### config.mk
export PLATFORM = sky130hd
export DESIGN_NAME = dest_compare_unit_flat
export DESIGN_NICKNAME = d
export VERILOG_FILES = /design/src/rtl/dest_compare_unit_pkg.sv /design/src/rtl/dest_compare_unit_if.sv /design/src/rtl/dest_compare_unit_addr_cmp_cell.sv /design/src/rtl/dest_compare_unit.sv /design/src/flat_wrapper.sv
export SDC_FILE = /design/constraint.sdc
export NUM_CORES = 1
export LEC_CHECK = 0
export CAP_MARGIN = 20
export CORE_MARGIN = 3
export CORE_UTILIZATION = 54
export CTS_CLUSTER_DIAMETER = 60
export DETAILED_ROUTE_END_ITERATION = 16
export PLACE_DENSITY = 0.8
export SYNTH_ARGS = -nofsm -noshare
export SYNTH_HDL_FRONTEND = slang
export SYNTH_HIERARCHICAL = 1
export SYNTH_SLANG_ARGS = --single-unit
### constraint.sdc
create_clock -name clk -period 2.5 [get_ports clk]
set_input_delay 0.375 -clock clk [delete_from_list [all_inputs] [get_ports clk]]
set_output_delay 0.375 -clock clk [all_outputs]
set_load 0.005 [all_outputs]
### src/rtl/dest_compare_unit_pkg.sv
// Shared constants and helpers for the destination compare unit.
// The default widths live here so the top, the interface and the compare cell stay in agreement.
package dcu_pkg;

    localparam int DCU_ADDR_W    = 8;
    localparam int DCU_NUM_PORTS = 4;
    localparam int DCU_CNT_W     = 16;

    // Ceiling log2. Kept local so the port index width can be derived the same way everywhere.
    function automatic int clog2(input int value);
        int result;
        int rem;
        result = 0;
        rem    = value - 1;
        while (rem > 0) begin
            result = result + 1;
            rem    = rem >> 1;
        end
        return result;
    endfunction

endpackage

### src/rtl/dest_compare_unit_if.sv
// Valid/ready bus between the packet deframer, the destination compare unit and the port arbiter.
// The master side drives addresses and accepts results; the slave side is the compare unit.
interface dest_compare_unit_if
    import dcu_pkg::*;
#(
    parameter int ADDR_W    = DCU_ADDR_W,
    parameter int NUM_PORTS = DCU_NUM_PORTS
);

    localparam int IDX_W = clog2(NUM_PORTS);

    logic                 in_valid;
    logic                 in_ready;
    logic [ADDR_W-1:0]    in_addr;
    logic                 out_valid;
    logic                 out_ready;
    logic [NUM_PORTS-1:0] out_match;
    logic                 out_hit;
    logic [IDX_W-1:0]     out_port;

    modport master (
        output in_valid,
        output in_addr,
        output out_ready,
        input  in_ready,
        input  out_valid,
        input  out_match,
        input  out_hit,
        input  out_port
    );

    modport slave (
        input  in_valid,
        input  in_addr,
        input  out_ready,
        output in_ready,
        output out_valid,
        output out_match,
        output out_hit,
        output out_port
    );

endinterface

### src/rtl/dest_compare_unit_addr_cmp_cell.sv
// Single combinational destination compare: one reference entry against the incoming address.
// Mask bits set to 1 are don't-care; a tied-off zero mask gives an exact equality compare.
module addr_cmp_cell
    import dcu_pkg::*;
#(
    parameter int ADDR_W = DCU_ADDR_W
) (
    input  logic [ADDR_W-1:0] ref_addr_i,
    input  logic [ADDR_W-1:0] ref_mask_i,
    input  logic              ref_en_i,
    input  logic [ADDR_W-1:0] addr_i,
    output logic              match_o
);

    logic [ADDR_W-1:0] diffBits;

    assign diffBits = (addr_i ^ ref_addr_i) & ~ref_mask_i;
    assign match_o  = ref_en_i && (diffBits == '0);

endmodule

### src/rtl/dest_compare_unit.sv
// Registered multi-port destination comparator: port table, parallel compare, priority encode, miss counter.
// Optional per-entry don't-care masks are built in when DCU_MASK_EN is defined.
module dest_compare_unit
    import dcu_pkg::*;
#(
    parameter int  ADDR_W    = DCU_ADDR_W,
    parameter int  NUM_PORTS = DCU_NUM_PORTS,
    parameter int  CNT_W     = DCU_CNT_W,
    localparam int IDX_W     = clog2(NUM_PORTS)
) (
    input  logic              clk,
    input  logic              rst_n,
    input  logic              cfg_we_i,
    input  logic [IDX_W-1:0]  cfg_idx_i,
    input  logic [ADDR_W-1:0] cfg_addr_i,
    input  logic              cfg_en_i,
`ifdef DCU_MASK_EN
    input  logic [ADDR_W-1:0] cfg_mask_i,
`endif
    input  logic              cnt_clr_i,
    output logic [CNT_W-1:0]  miss_cnt_o,
    dest_compare_unit_if.slave bus
);

    logic [ADDR_W-1:0]    refAddr_q [NUM_PORTS];
    logic [NUM_PORTS-1:0] refEn_q;
    logic [ADDR_W-1:0]    cellMask  [NUM_PORTS];
    logic                 cfgIdxOk;

    logic [NUM_PORTS-1:0] match;
    logic                 hit;
    logic [IDX_W-1:0]     lowPort;

    logic                 inReady;
    logic                 accept;

    logic                 outValid_q, outValid_d;
    logic [NUM_PORTS-1:0] outMatch_q, outMatch_d;
    logic                 outHit_q,   outHit_d;
    logic [IDX_W-1:0]     outPort_q,  outPort_d;
    logic [CNT_W-1:0]     missCnt_q,  missCnt_d;

    assign cfgIdxOk = (int'(cfg_idx_i) < NUM_PORTS);

    // Table writes land at the clock edge, so a compare in the same cycle still sees the old entry.
    always_ff @(posedge clk or negedge rst_n) begin
        if (!rst_n) begin
            for (int i = 0; i < NUM_PORTS; i++) begin
                refAddr_q[i] <= '0;
            end
            refEn_q <= '0;
        end else if (cfg_we_i && cfgIdxOk) begin
            refAddr_q[cfg_idx_i] <= cfg_addr_i;
            refEn_q[cfg_idx_i]   <= cfg_en_i;
        end
    end

`ifdef DCU_MASK_EN
    logic [ADDR_W-1:0] refMask_q [NUM_PORTS];

    always_ff @(posedge clk or negedge rst_n) begin
        if (!rst_n) begin
            for (int i = 0; i < NUM_PORTS; i++) begin
                refMask_q[i] <= '0;
            end
        end else if (cfg_we_i && cfgIdxOk) begin
            refMask_q[cfg_idx_i] <= cfg_mask_i;
        end
    end
`endif

    for (genvar g = 0; g < NUM_PORTS; g++) begin : gen_cmp
`ifdef DCU_MASK_EN
        assign cellMask[g] = refMask_q[g];
`else
        assign cellMask[g] = '0;
`endif
        addr_cmp_cell #(
            .ADDR_W(ADDR_W)
        ) u_cmp (
            .ref_addr_i(refAddr_q[g]),
            .ref_mask_i(cellMask[g]),
            .ref_en_i  (refEn_q[g]),
            .addr_i    (bus.in_addr),
            .match_o   (match[g])
        );
    end

    // Scan from the top down so the lowest matching index is the one left standing.
    always_comb begin
        lowPort = '0;
        for (int i = NUM_PORTS - 1; i >= 0; i--) begin
            if (match[i]) begin
                lowPort = IDX_W'(i);
            end
        end
    end

    assign hit     = |match;
    assign inReady = !outValid_q || bus.out_ready;
    assign accept  = bus.in_valid && inReady;

    always_comb begin
        outValid_d = outValid_q;
        outMatch_d = outMatch_q;
        outHit_d   = outHit_q;
        outPort_d  = outPort_q;
        if (accept) begin
            outValid_d = 1'b1;
            outMatch_d = match;
            outHit_d   = hit;
            outPort_d  = lowPort;
        end else if (bus.out_ready) begin
            outValid_d = 1'b0;
        end
    end

    // Clear wins over a miss in the same cycle; the count sticks at all-ones instead of wrapping.
    always_comb begin
        missCnt_d = missCnt_q;
        if (cnt_clr_i) begin
            missCnt_d = '0;
        end else if (accept && !hit && (missCnt_q != '1)) begin
            missCnt_d = missCnt_q + 1'b1;
        end
    end

    always_ff @(posedge clk or negedge rst_n) begin
        if (!rst_n) begin
            outValid_q <= 1'b0;
            outMatch_q <= '0;
            outHit_q   <= 1'b0;
            outPort_q  <= '0;
            missCnt_q  <= '0;
        end else begin
            outValid_q <= outValid_d;
            outMatch_q <= outMatch_d;
            outHit_q   <= outHit_d;
            outPort_q  <= outPort_d;
            missCnt_q  <= missCnt_d;
        end
    end

    assign bus.in_ready  = inReady;
    assign bus.out_valid = outValid_q;
    assign bus.out_match = outMatch_q;
    assign bus.out_hit   = outHit_q;
    assign bus.out_port  = outPort_q;
    assign miss_cnt_o    = missCnt_q;

endmodule

### src/flat_wrapper.sv
// flat-port wrapper written by rule: the top's interface ports become plain ports
module dest_compare_unit_flat import dcu_pkg::*;
#(
    parameter int  ADDR_W    = DCU_ADDR_W,
    parameter int  NUM_PORTS = DCU_NUM_PORTS,
    parameter int  CNT_W     = DCU_CNT_W,
    localparam int IDX_W     = clog2(NUM_PORTS)
)
  (clk, rst_n, cfg_we_i, cfg_idx_i, cfg_addr_i, cfg_en_i, cnt_clr_i, miss_cnt_o, bus_in_valid, bus_in_addr, bus_out_ready, bus_in_ready, bus_out_valid, bus_out_match, bus_out_hit, bus_out_port);
  dest_compare_unit_if #(.ADDR_W(ADDR_W), .NUM_PORTS(NUM_PORTS)) bus_i ();
  input  logic clk;
  input  logic rst_n;
  input  logic cfg_we_i;
  input  logic [IDX_W-1:0] cfg_idx_i;
  input  logic [ADDR_W-1:0] cfg_addr_i;
  input  logic cfg_en_i;
  input  logic cnt_clr_i;
  output logic [CNT_W-1:0] miss_cnt_o;
  input wire logic [$bits(bus_i.in_valid)-1:0] bus_in_valid;
  input wire logic [$bits(bus_i.in_addr)-1:0] bus_in_addr;
  input wire logic [$bits(bus_i.out_ready)-1:0] bus_out_ready;
  output wire logic [$bits(bus_i.in_ready)-1:0] bus_in_ready;
  output wire logic [$bits(bus_i.out_valid)-1:0] bus_out_valid;
  output wire logic [$bits(bus_i.out_match)-1:0] bus_out_match;
  output wire logic [$bits(bus_i.out_hit)-1:0] bus_out_hit;
  output wire logic [$bits(bus_i.out_port)-1:0] bus_out_port;
  assign bus_i.in_valid = bus_in_valid;
  assign bus_i.in_addr = bus_in_addr;
  assign bus_i.out_ready = bus_out_ready;
  assign bus_in_ready = bus_i.in_ready;
  assign bus_out_valid = bus_i.out_valid;
  assign bus_out_match = bus_i.out_match;
  assign bus_out_hit = bus_i.out_hit;
  assign bus_out_port = bus_i.out_port;
  dest_compare_unit #(.ADDR_W(ADDR_W), .NUM_PORTS(NUM_PORTS), .CNT_W(CNT_W)) u_core (.clk(clk), .rst_n(rst_n), .cfg_we_i(cfg_we_i), .cfg_idx_i(cfg_idx_i), .cfg_addr_i(cfg_addr_i), .cfg_en_i(cfg_en_i), .cnt_clr_i(cnt_clr_i), .miss_cnt_o(miss_cnt_o), .bus(bus_i));
endmodule
; After elaboration in Yosys (flattened, before gate mapping)
; Index checks and enable logic that the tools add are counted.
; W data, S select, Z words.
[word_totals]
in_bits = 25
ff_bits = 60
word_cells = 54
out_inout_bits = 25
[classes]
n_mux = 14
n_eq_ne = 1
n_bitwise = 5
order_cmp = 4
n_reduce_logical = 19
n_addsub = 1
[op_table]
columns = operator, n
row1 = $bwmux W32, 1
row2 = $logic_not A8 Y1, 4
row3 = $mux W16, 2
row4 = $xor A8 B8 Y8, 4
row5 = $add A16 B1 Y16 const B, 1
row6 = $demux W8 S2, 1
row7 = $ne A16 B16 Y1 const B, 1
row8 = $logic_and A1 B1 Y1, 9
row9 = $mux W2, 4
row10 = $mux W8, 1
row11 = $bwmux W4, 1
row12 = $reduce_bool A2 Y1, 2
row13 = $reduce_or A4 Y1, 1
row14 = $ge A3 B3 Y1 const B, 1
row15 = $lt A2 B3 Y1 const B, 1
row16 = $lt A3 B1 Y1 const B, 1
row17 = $mux W1, 3
row18 = $not A2 Y3, 1
row19 = $demux W1 S2, 1
row20 = $ge A2 B1 Y1 const B, 1
row21 = $logic_not A1 Y1, 2
row22 = $logic_or A1 B1 Y1, 1

; Depth between registers and ports, before layout
; Gate-level depths: netlist of the first run.
[depth]
ltp_word = 9
ltp_mapped = 9
ltp_nobuf = 8

; By module
; Netlist of the first run, hierarchy kept.
[by_module_without_submodules]
columns = mod, instances, area_each_um2, cells_per_inst, seq_area_each_um2
row1 = dest_compare_unit, 1, 2688.8, 212, 1501.4
row2 = addr_cmp_cell, 4, 113.9, 15, 0.0

; Least setup slack after synthesis of the first run
; No wires, ideal clock.
[synth_timing]
path_kind = register to register
from = register u_core/refAddr_q[29] (netlist name)
to = register u_core.missCnt_q[11] (netlist: u_core/miss_cnt_o[11])
period_less_slack_ns = 2.180
path_slack_ns = 0.320
arrival_time_ns = 2.052
path_stages_with_launch = 10
n_path_buf = 1
setup_time_ns = 0.128
t_required_ns = 2.372
path_cell_list = dfrtp_1 > xnor2_1 > o22ai_1 > or3_1 > nor3_2 > nor4_4 > nand3_2 > buf_2 > nor4_2 > mux2_1
[synth_via]
elab_chain_cells = 8
[synth_lines]
columns = item, line
row1 = "start, declared", dest_compare_unit.sv:25  ; logic [ADDR_W-1:0] refAddr_q [NUM_PORTS];
row2 = "start signal, assigned by index", dest_compare_unit.sv:53  ; refAddr_q[cfg_idx_i] <= cfg_addr_i;
row3 = $xor A8 B8 Y8, dest_compare_unit_addr_cmp_cell.sv:17  ; assign diffBits = (addr_i ^ ref_addr_i) & ~ref_mask_i;
row4 = $logic_not A8 Y1, dest_compare_unit_addr_cmp_cell.sv:18  ; assign match_o = ref_en_i && (diffBits == '0);
row5 = $logic_and A1 B1 Y1, dest_compare_unit_addr_cmp_cell.sv:18
row6 = named net u_core.match[0], dest_compare_unit.sv:30  ; logic [NUM_PORTS-1:0] match;
row7 = $reduce_or A4 Y1, dest_compare_unit.sv:99  ; assign hit = |match;
row8 = $logic_not A1 Y1, dest_compare_unit.sv:123  ; end else if (accept && !hit && (missCnt_q != '1)) begin
row9 = $logic_and A1 B1 Y1 (2 in a row), dest_compare_unit.sv:123
row10 = $reduce_bool A2 Y1 (no source line), -
row11 = "end signal, assigned", dest_compare_unit.sv:140  ; missCnt_q <= missCnt_d;
row12 = "end, declared", dest_compare_unit.sv:41  ; logic [CNT_W-1:0] missCnt_q, missCnt_d;
; The timed path passes the listed nets, and every way through them passes these cells.
; A chain may end at the register's enable or synchronous reset.

; Final worst setup path of the first run
[layout_timing]
from = register u_core/refAddr_q[21] (netlist name)
to = register u_core.missCnt_q[7] (netlist: u_core/miss_cnt_o[7])
; Same word-level chain as after synthesis.

==> results_dict.tcl, run 1 <==
set metrics [dict create \
    final_common_cell "dfrtp_1" \
    final_area_um2 4160 \
    dp_hpwl_um 5100 \
    cellPowerDensity_nw_per_um2 639 \
    hp-class "in2async" \
    period_share 0.975 \
    gr-usage-all-layers 0.234 \
    clock-root-buffer "clkbuf_8" \
    chipWidth_um 82.3 \
    grt_pass1_vias 2472 \
    avgSynthCellArea_um2 11.6 \
    setup_viol 0 \
    ir_drop_mv 0.519 \
    place_ws_ns -0.513 \
    diodes 0 \
    syn_to_final_growth_pct 32.4 \
    fin_util 0.747 \
    nets 397 \
    min_period_ns 2.44 \
    r2r_cells 9 \
    clkSinkCount 60 \
    drc_errors 0 \
    p_leak_nw 1.74 \
    startpoint_type "flip-flop" \
    rows 27 \
    instances_no_fill 448 \
    worstSkewPairLatency_ns 0.34 \
    ys_async_sr_fraction 1.00 \
    synth_edf_count 0 \
    dpl_cell_area_um2 3920 \
    ff2ff_setup_slack_ns 0.06 \
    wl_per_cell_um 15.9 \
    tritoncts "yes" \
    yosysWarnings 6 \
    dpl.cell_count 431 \
    rsz0062_at_grt "true" \
    antenna_found_initial 0 \
    dieArea_um2 6770 \
    relSlewSlack 0.527 \
    clk_pin_slew_ns 0.07 \
    max_freq_mhz 410 \
    vias_per_cell 5.50 \
    finClkSkew_ns 0.00796 \
    r2r_start "u_core/refAddr_q[21]" \
    overflow 0 \
    cts_buffer_depth 2 \
    slew_viol_final 0 \
    synth_cell_type_count 38 \
    fin_setup_tns_ns 0 \
    finalWorstSetupSlack_ns 0.0624 \
    maxCapViolations 0 \
    port_buffers 49 \
    syn_inst 272 \
    status "finished clean" \
    hold_slack_ns 0.0595 \
    start_util 0.564 \
    drtPass1Iterations 4 \
    grt_max_degree 34 \
    end_kind "flip-flop" \
    ys_seq_area_frac 0.478 \
    critPathKind "reg2reg" \
    grt_pass1_wl_um 11800 \
    postRouteAntennaNets 0 \
    numCtsBuffers 9 \
    routed_wl_um 7110 \
    netlist_area_um2 3140 \
    dieHeight_um 82.3 \
    core_um2 5570 \
    h-tree-depth 3 \
    ios 50 \
    synthFlopType "dfrtp_1" \
    dr.first_iter.drc_count 78 \
    path_max_fanout 13 \
    place_congestion 0.838 \
    final_hold_viol_count 0 \
    ys_ff_latch 60 \
    p_total_mw 2.66 \
    dr_total_vias 2463 \
    required_ns 2.72 \
    worstMarginPinSlew_ns 0.704 \
    drive_gt1_frac 0.229 \
    rr_endpoint "u_core/miss_cnt_o[7]" \
    final_cell_mix "60 x dfrtp_1, 40 x clkdlybuf4s50_1, 39 x mux2_2" \
    arrival_ns 2.66 \
]
[final cells by class]
cell class / instances / area (um2)
Inverter: 5 / 18.8
Sequential cell: 60 / 1500
Clock inverter: 4 / 47.5
Tap cell: 72 / 90.1
Fill cell: 416 / 1410
Clock buffer: 12 / 155
Multi-Input combinational cell: 232 / 1750
Timing Repair Buffer: 63 / 601
[cell families (layout without fill, tap and decap cells)]
| logic type | after synthesis | in the layout | share of synthesized area |
|---|---|---|---|
| other | 1 | 32 | 0.00119 |
| buffers and inverters | 11 | 84 | 0.0159 |
| AND/OR/NAND/NOR | 79 | 79 | 0.170 |
| multiplexers | 44 | 44 | 0.159 |
| flip-flops | 60 | 60 | 0.478 |
| adder cells (fa/ha/maj) | 1 | 1 | 0.00398 |
| XOR/XNOR | 32 | 32 | 0.0891 |
| AO/OA/AOI/OAI | 44 | 44 | 0.0836 |
[metal layers]
layer  up-vias  share of wire  GRT usage
li1       1176              -          -
met1      1209           0.43      0.291
met2        64           0.51      0.390
met3        14          0.043     0.0412
met4         0          0.018      0.113
met5         -              0          0
[where the power goes]
| group | switching, mW | total (mW) | internal, mW |
|---|---|---|---|
| clock | 0.389 | 0.901 | 0.512 |
| combinational | 0.244 | 0.567 | 0.324 |
| sequential | 0.0888 | 1.19 | 1.10 |
[synth_stat cells (6+ instances only)]
master / n / area, um2
nand2_1: 10 / 37.5
o22ai_1: 12 / 75.1
nor2_1: 11 / 41.3
mux2_2: 39 / 439
o21ai_0: 7 / 35.0
a21oi_1: 14 / 70.1
or4_1: 7 / 52.6
or3_1: 6 / 37.5
nand3_1: 8 / 40.0
nor2b_1: 7 / 43.8
dfrtp_1: 60 / 1500
xnor2_1: 32 / 280
o31ai_1: 7 / 52.6
[state kept, by name (all words and copies together), names as in the netlist]
name,cells
u_core/bus.out_valid,1
u_core/refAddr_q,32
u_core/bus.out_hit,1
u_core/miss_cnt_o,16
u_core/bus.out_match,4
u_core/refEn_q,4
u_core/bus.out_port,2
[critical path: stages, from the launching register on]
cell and delay, ns:
dfrtp_1 0.41, xnor2_1 0.14, o22ai_1 0.18, or3_1 0.18, nor3_2 0.07, nor4_4 0.28
buf_4 0.16, nand3_4 0.19, nor4_2 0.38, mux2_4 0.33
[how the worst max path moves through the flow]
stage	slack (ns)	endpoint	startpoint
global route	-0.04	u_core/miss_cnt_o[9]	u_core/refAddr_q[21]
floorplan	0.32	u_core/miss_cnt_o[11]	u_core/refAddr_q[29]
detailed placement	-0.51	u_core/miss_cnt_o[15]	bus_in_addr[2]
finish	0.06	u_core/miss_cnt_o[7]	u_core/refAddr_q[21]
CTS	0.006	u_core/miss_cnt_o[10]	bus_in_addr[7]
global placement	-0.42	u_core/miss_cnt_o[7]	bus_in_addr[2]
[timing repair]
item / in CTS / in global routing
gates resized for setup: 9 / 7
hold buffers: 0 / 0
buffers inserted: 0 / 1
setup endpoints to repair: 15 / 10
pin swaps: 0 / 2
No activity file was read; power rests on OpenSTA's default activity.
==> run 2: changes to the inputs <==
--- a/config.mk
+++ b/config.mk
@@ -10,6 +10,7 @@
 export CORE_UTILIZATION = 54
 export CTS_CLUSTER_DIAMETER = 60
 export DETAILED_ROUTE_END_ITERATION = 16
+export HOLD_SLACK_MARGIN = 0.15
 export PLACE_DENSITY = 0.8
 export SYNTH_ARGS = -nofsm -noshare
 export SYNTH_HDL_FRONTEND = slang
==> run 2 against run 1 <==
Net effect:
- count of clock-buffer cells in the layout unchanged
- largest power group unchanged
- combinational power about the same
- hold slack improved by 0.42 ns
- wire length decreased by 0.18%
- clock power about the same
- critical endpoint is now u_core/miss_cnt_o[9]
- worst setup slack got worse by 0.0016 ns
- maximum frequency about the same
==> results_dict.tcl, run 2 (same netlist as run 1, synthesis figures left out) <==
set metrics [dict create \
    final_cell_mix "60 x dfrtp_1, 40 x clkdlybuf4s50_1, 39 x mux2_2" \
    final_hold_viol_count 0 \
    required_ns 2.71 \
    largest_register_ffs 32 \
    wl_per_cell_um 15.8 \
    clk_pin_slew_ns 0.07 \
    drc_errors 0 \
    ir_drop_mv 0.519 \
    end_kind "flip-flop" \
    start_util 0.564 \
    dieHeight_um 82.3 \
    period_share 0.976 \
    dr.first_iter.drc_count 57 \
    fin_util 0.749 \
    final_area_um2 4170 \
    h-tree-depth 3 \
    cellPowerDensity_nw_per_um2 637 \
    cpPeakStageDelay_ns 0.41 \
    critPathKind "reg2reg" \
    rows 27 \
    maxCapViolations 0 \
    antenna_found_initial 0 \
    worstSkewPairLatency_ns 0.34 \
    routed_wl_um 7100 \
    max_freq_mhz 410 \
    vias_per_cell 5.51 \
    min_period_ns 2.44 \
    worstMarginPinSlew_ns 0.703 \
    syn_to_final_growth_pct 32.7 \
    core_um2 5570 \
    hp-class "reg2reg" \
    gr-usage-all-layers 0.234 \
    regMostFlops "u_core/refAddr_q" \
    slew_viol_final 0 \
    finClkSkew_ns 0.00812 \
    clkSinkCount 60 \
    cp_cell_sequence "xnor2_1, o22ai_1, or3_1, nor3_2, nor4_4, buf_4, nand3_4, nor4_2, mux2_1" \
    tritoncts "yes" \
    final_common_cell "dfrtp_1" \
    drive_gt1_frac 0.228 \
    place_congestion 0.838 \
    grt_max_degree 34 \
    nets 398 \
    grt_pass1_vias 2472 \
    crit_slowest_cell "dfrtp_1" \
    dpl_cell_area_um2 3920 \
    relSlewSlack 0.528 \
    dp_hpwl_um 5100 \
    port_buffers 49 \
    ios 50 \
    path_max_fanout 13 \
    chipWidth_um 82.3 \
    dieArea_um2 6770 \
    p_total_mw 2.66 \
    grt_pass1_wl_um 11800 \
    drtPass1Iterations 4 \
    setup_viol 0 \
    fillers 412 \
    status "finished clean" \
    numCtsBuffers 9 \
    overflow 0 \
    postRouteAntennaNets 0 \
    clock-root-buffer "clkbuf_8" \
    diodes 0 \
    dr_total_vias 2472 \
    startpoint_type "flip-flop" \
    rsz0062_at_grt "true" \
    arrival_ns 2.65 \
    p_leak_nw 1.74 \
    cts_buffer_depth 2 \
]
## run 2: cell count changes in the layout (fill, tap and decap cells not counted)
cell | before | now
dlygate4sd3_1 | 0 | 1
## run 2: worst max-delay path: cells and delay by family (launching register included)
| family | cells | cell delay, ns |
|---|---|---|
| compound gates | 1 | 0.18 |
| xor+xnor | 1 | 0.14 |
| buf+inv | 1 | 0.16 |
| flops | 1 | 0.41 |
| mux | 1 | 0.35 |
| simple gates | 5 | 1.07 |
## run 2: cell type report
| class | instances | area (um2) | share of cell area |
|---|---|---|---|
| Clock buffer | 12 | 155 | 0.0372 |
| Clock inverter | 4 | 47.5 | 0.0114 |
| Inverter | 5 | 18.8 | 0.00450 |
| Multi-Input combinational cell | 232 | 1750 | 0.419 |
| Sequential cell | 60 | 1500 | 0.360 |
| Tap cell | 72 | 90.1 | 0.0216 |
| Timing Repair Buffer | 64 | 611 | 0.146 |
## run 2: path summary, 6_finish.rpt
| kind | start | endpoint | slack [ns] | depth (start not counted) |
|---|---|---|---|---|
| max | u_core/refAddr_q[21] | u_core/miss_cnt_o[9] | 0.06 | 9 |
| min reg2reg | u_core/bus.out_port[1] | u_core/bus.out_port[1] | 0.48 | 2 |
| min in group asynchronous | rst_n | u_core/bus.out_port[1] | 0.59 | 2 |
| min | u_core/bus.out_port[1] | u_core/bus.out_port[1] | 0.48 | 2 |
| max reg2reg | u_core/refAddr_q[21] | u_core/miss_cnt_o[9] | 0.06 | 9 |
| max in group asynchronous | rst_n | u_core/refEn_q[3] | 1.30 | 3 |
## run 2: where the power goes
group / total, mW / switching, mW / internal [mW]
clock: 0.901 / 0.389 / 0.512
combinational: 0.568 / 0.244 / 0.325
sequential: 1.19 / 0.0886 / 1.10
total: 2.66 / 0.721 / 1.94
## run 2: what timing repair did
action / in CTS / in global routing
gates resized for setup: 9 / 7
endpoints found under the setup margin: 15 / 10
pin swaps: 0 / 2
hold endpoints to repair: 27 / 0
hold buffers: 1 / 0
buffers inserted: 0 / 1
## run 2: stage by stage
stage	cells	TNS (ns)	hold WS [ns]	worst slack [ns]
after floorplan	303	0	0.0794	0.320
after detailed placement	431	-6.74	0.445	-0.513
after global routing	449	-0.215	0.500	-0.0408
after global placement	431	-6.19	0.451	-0.416
after CTS	448	0	0.482	0.00640
final	449	0	0.479	0.0608
## run 2: per-layer routing
metal,global-route usage,part of all wire,routed length (um),up-vias
met5,0,0,0,-
met4,0.113,0.018,131,0
met3,0.0412,0.047,332,14
met2,0.390,0.51,3610,72
met1,0.291,0.43,3030,1206
li1,-,-,-,1180
==> run 3: changes to the inputs <==
--- a/config.mk
+++ b/config.mk
@@ -6,6 +6,7 @@
 export NUM_CORES = 1
 export LEC_CHECK = 0
 export CAP_MARGIN = 20
+export CORE_ASPECT_RATIO = 1.75
 export CORE_MARGIN = 3
 export CORE_UTILIZATION = 54
 export CTS_CLUSTER_DIAMETER = 60
==> run 3 against run 2 <==
Net effect:
- die area increased by 0.53%
- largest cell class unchanged
- sequential power is essentially flat
- maximum frequency rose by 6.2%
- wire length increased by 0.77%
- non-clock buffer count down 2
==> results_dict.tcl, run 3 (same netlist as run 1, synthesis figures left out) <==
set metrics [dict create \
    status "finished clean" \
    wl_met3_um 269 \
    final_hold_viol_count 0 \
    crit_slowest_cell "dfrtp_1" \
    core_um2 5590 \
    numCtsBuffers 9 \
    dpl.cell_count 434 \
    dr_wl_met2_um 4170 \
    cts_buffer_depth 2 \
    min_period_ns 2.30 \
    dpl_cell_area_um2 3910 \
    wl_per_cell_um 15.9 \
    grt_pass1_wl_um 11800 \
    gr-usage-all-layers 0.227 \
    ios 50 \
    max_freq_mhz 435 \
    wl_met1_um 2550 \
    worstMarginPinSlew_ns 0.712 \
    drtPass1Iterations 4 \
    holdPathStages 2 \
    postRouteAntennaNets 0 \
    routed.top_layer "met4" \
    grt_pass1_vias 2559 \
    instances_no_fill 450 \
    h-tree-depth 3 \
    largest_register_ffs 32 \
    chipWidth_um 63.7 \
    clkSinkCount 60 \
    grt_max_degree 32 \
    routed_wl_um 7150 \
    regMostFlops "u_core/refAddr_q" \
    final_cell_mix "60 x dfrtp_1, 40 x clkdlybuf4s50_1, 39 x mux2_2" \
    place_ws_ns -0.526 \
    antenna_found_initial 0 \
    dp_hpwl_um 5430 \
    worstSkewPairLatency_ns 0.33 \
    start_util 0.563 \
    path_max_fanout 4 \
    relSlewSlack 0.526 \
    final_common_cell "dfrtp_1" \
    r2r_start "u_core/refAddr_q[26]" \
    vias_per_cell 5.45 \
    diodes 0 \
    period_share 0.919 \
    dr.first_iter.drc_count 160 \
    rr_endpoint "u_core/miss_cnt_o[15]" \
    dr_total_vias 2453 \
    syn_to_final_growth_pct 33.3 \
    port_buffers 49 \
    startpoint_type "flip-flop" \
    r2r_cells 9 \
    p_leak_nw 1.77 \
    slew_viol_final 0 \
    final_area_um2 4190 \
    cpPeakStageDelay_ns 0.40 \
    end_kind "flip-flop" \
    fillers 411 \
    critPathKind "reg2reg" \
    hold_slack_ns 0.497 \
    worstHoldStart "u_core/bus.out_port[1]" \
    ir_drop_mv 0.430 \
    required_ns 2.71 \
    setup_viol 0 \
    hp-class "reg2reg" \
    rows 36 \
    place_congestion 0.817 \
    hold_end "u_core/bus.out_port[1]" \
    finClkSkew_ns 0.00408 \
    dieHeight_um 107 \
    ff2ff_setup_slack_ns 0.20 \
    drive_gt1_frac 0.225 \
    tritoncts "yes" \
    drc_errors 0 \
    cellPowerDensity_nw_per_um2 664 \
    finalWorstSetupSlack_ns 0.202 \
    overflow 0 \
    arrival_ns 2.51 \
    clk_pin_slew_ns 0.06 \
    dieArea_um2 6810 \
    maxCapViolations 0 \
    nets 396 \
    clock-root-buffer "clkbuf_8" \
    cp_cell_sequence "xnor2_1, o21ai_1, or3_1, nor3_2, nor4_4, nand3_2, buf_4, nor4_2, mux2_1" \
    rsz0062_at_grt "false" \
]
-- run 3: where the power goes --
part / total [mW] / internal [mW] / switching [mW] / leakage [nW]
registers: 1.19 / 1.10 / 0.0904 / 0.754
clock network: 1.04 / 0.680 / 0.356 / 0.122
logic: 0.552 / 0.314 / 0.239 / 0.895
total: 2.78 / 2.10 / 0.685 / 1.77
-- run 3: routing by layer --
layer | track usage | vias to the layer above
met5 | 0 | -
met2 | 0.447 | 62
met1 | 0.222 | 1203
li1 | - | 1172
met3 | 0.0419 | 16
met4 | 0.0974 | 0
-- run 3: timing repair --
action	CTS	global route
resized for setup	6	7
setup buffers	0	0
hold buffers	1	0
hold endpoints to repair	29	0
endpoints found under the setup margin	11	13
gates cloned	0	0
pin swaps	0	0
-- run 3: worst max-delay path: cells and delay by family, from the launching register on --
family                 cells  cell delay [ns]
AO/OA/AOI/OAI              1             0.17
XOR/XNOR                   1             0.13
buffers and inverters      1             0.17
AND/OR/NAND/NOR            5             0.97
multiplexers               1             0.35
flip-flops                 1             0.40
-- run 3: how the worst max path moves through the flow --
stage	start	cells after the start	end	slack [ns]
3_3_place_gp	bus_in_addr[2]	10	u_core/miss_cnt_o[9]	-0.49
5_1_grt	u_core/refAddr_q[14]	9	u_core/miss_cnt_o[15]	0.05
2_1_floorplan	u_core/refAddr_q[29]	9	u_core/miss_cnt_o[11]	0.32
6_report	u_core/refAddr_q[26]	9	u_core/miss_cnt_o[15]	0.20
3_5_place_dp	bus_in_addr[2]	10	u_core/miss_cnt_o[9]	-0.53
4_1_cts	bus_in_addr[6]	10	u_core/miss_cnt_o[9]	0.003
-- run 3: layout make-up --
class	count	area (um2)	area share
multi-input combinational	232	1730	0.412
sequential	60	1500	0.358
timing repair buffer	62	611	0.146
clock buffer	10	138	0.0328
clock inverter	5	100	0.0239
tap	76	95.1	0.0227
inverter	5	18.8	0.00448
-- run 3: metrics by stage --
stage	util	power (mW)	TNS [ns]
floorplan	-	1.53	0
global route	0.750	2.91	0
finish	0.750	2.78	0
CTS	0.748	2.81	0
global placement	0.700	1.74	-5.63
detailed placement	0.700	1.76	-6.28
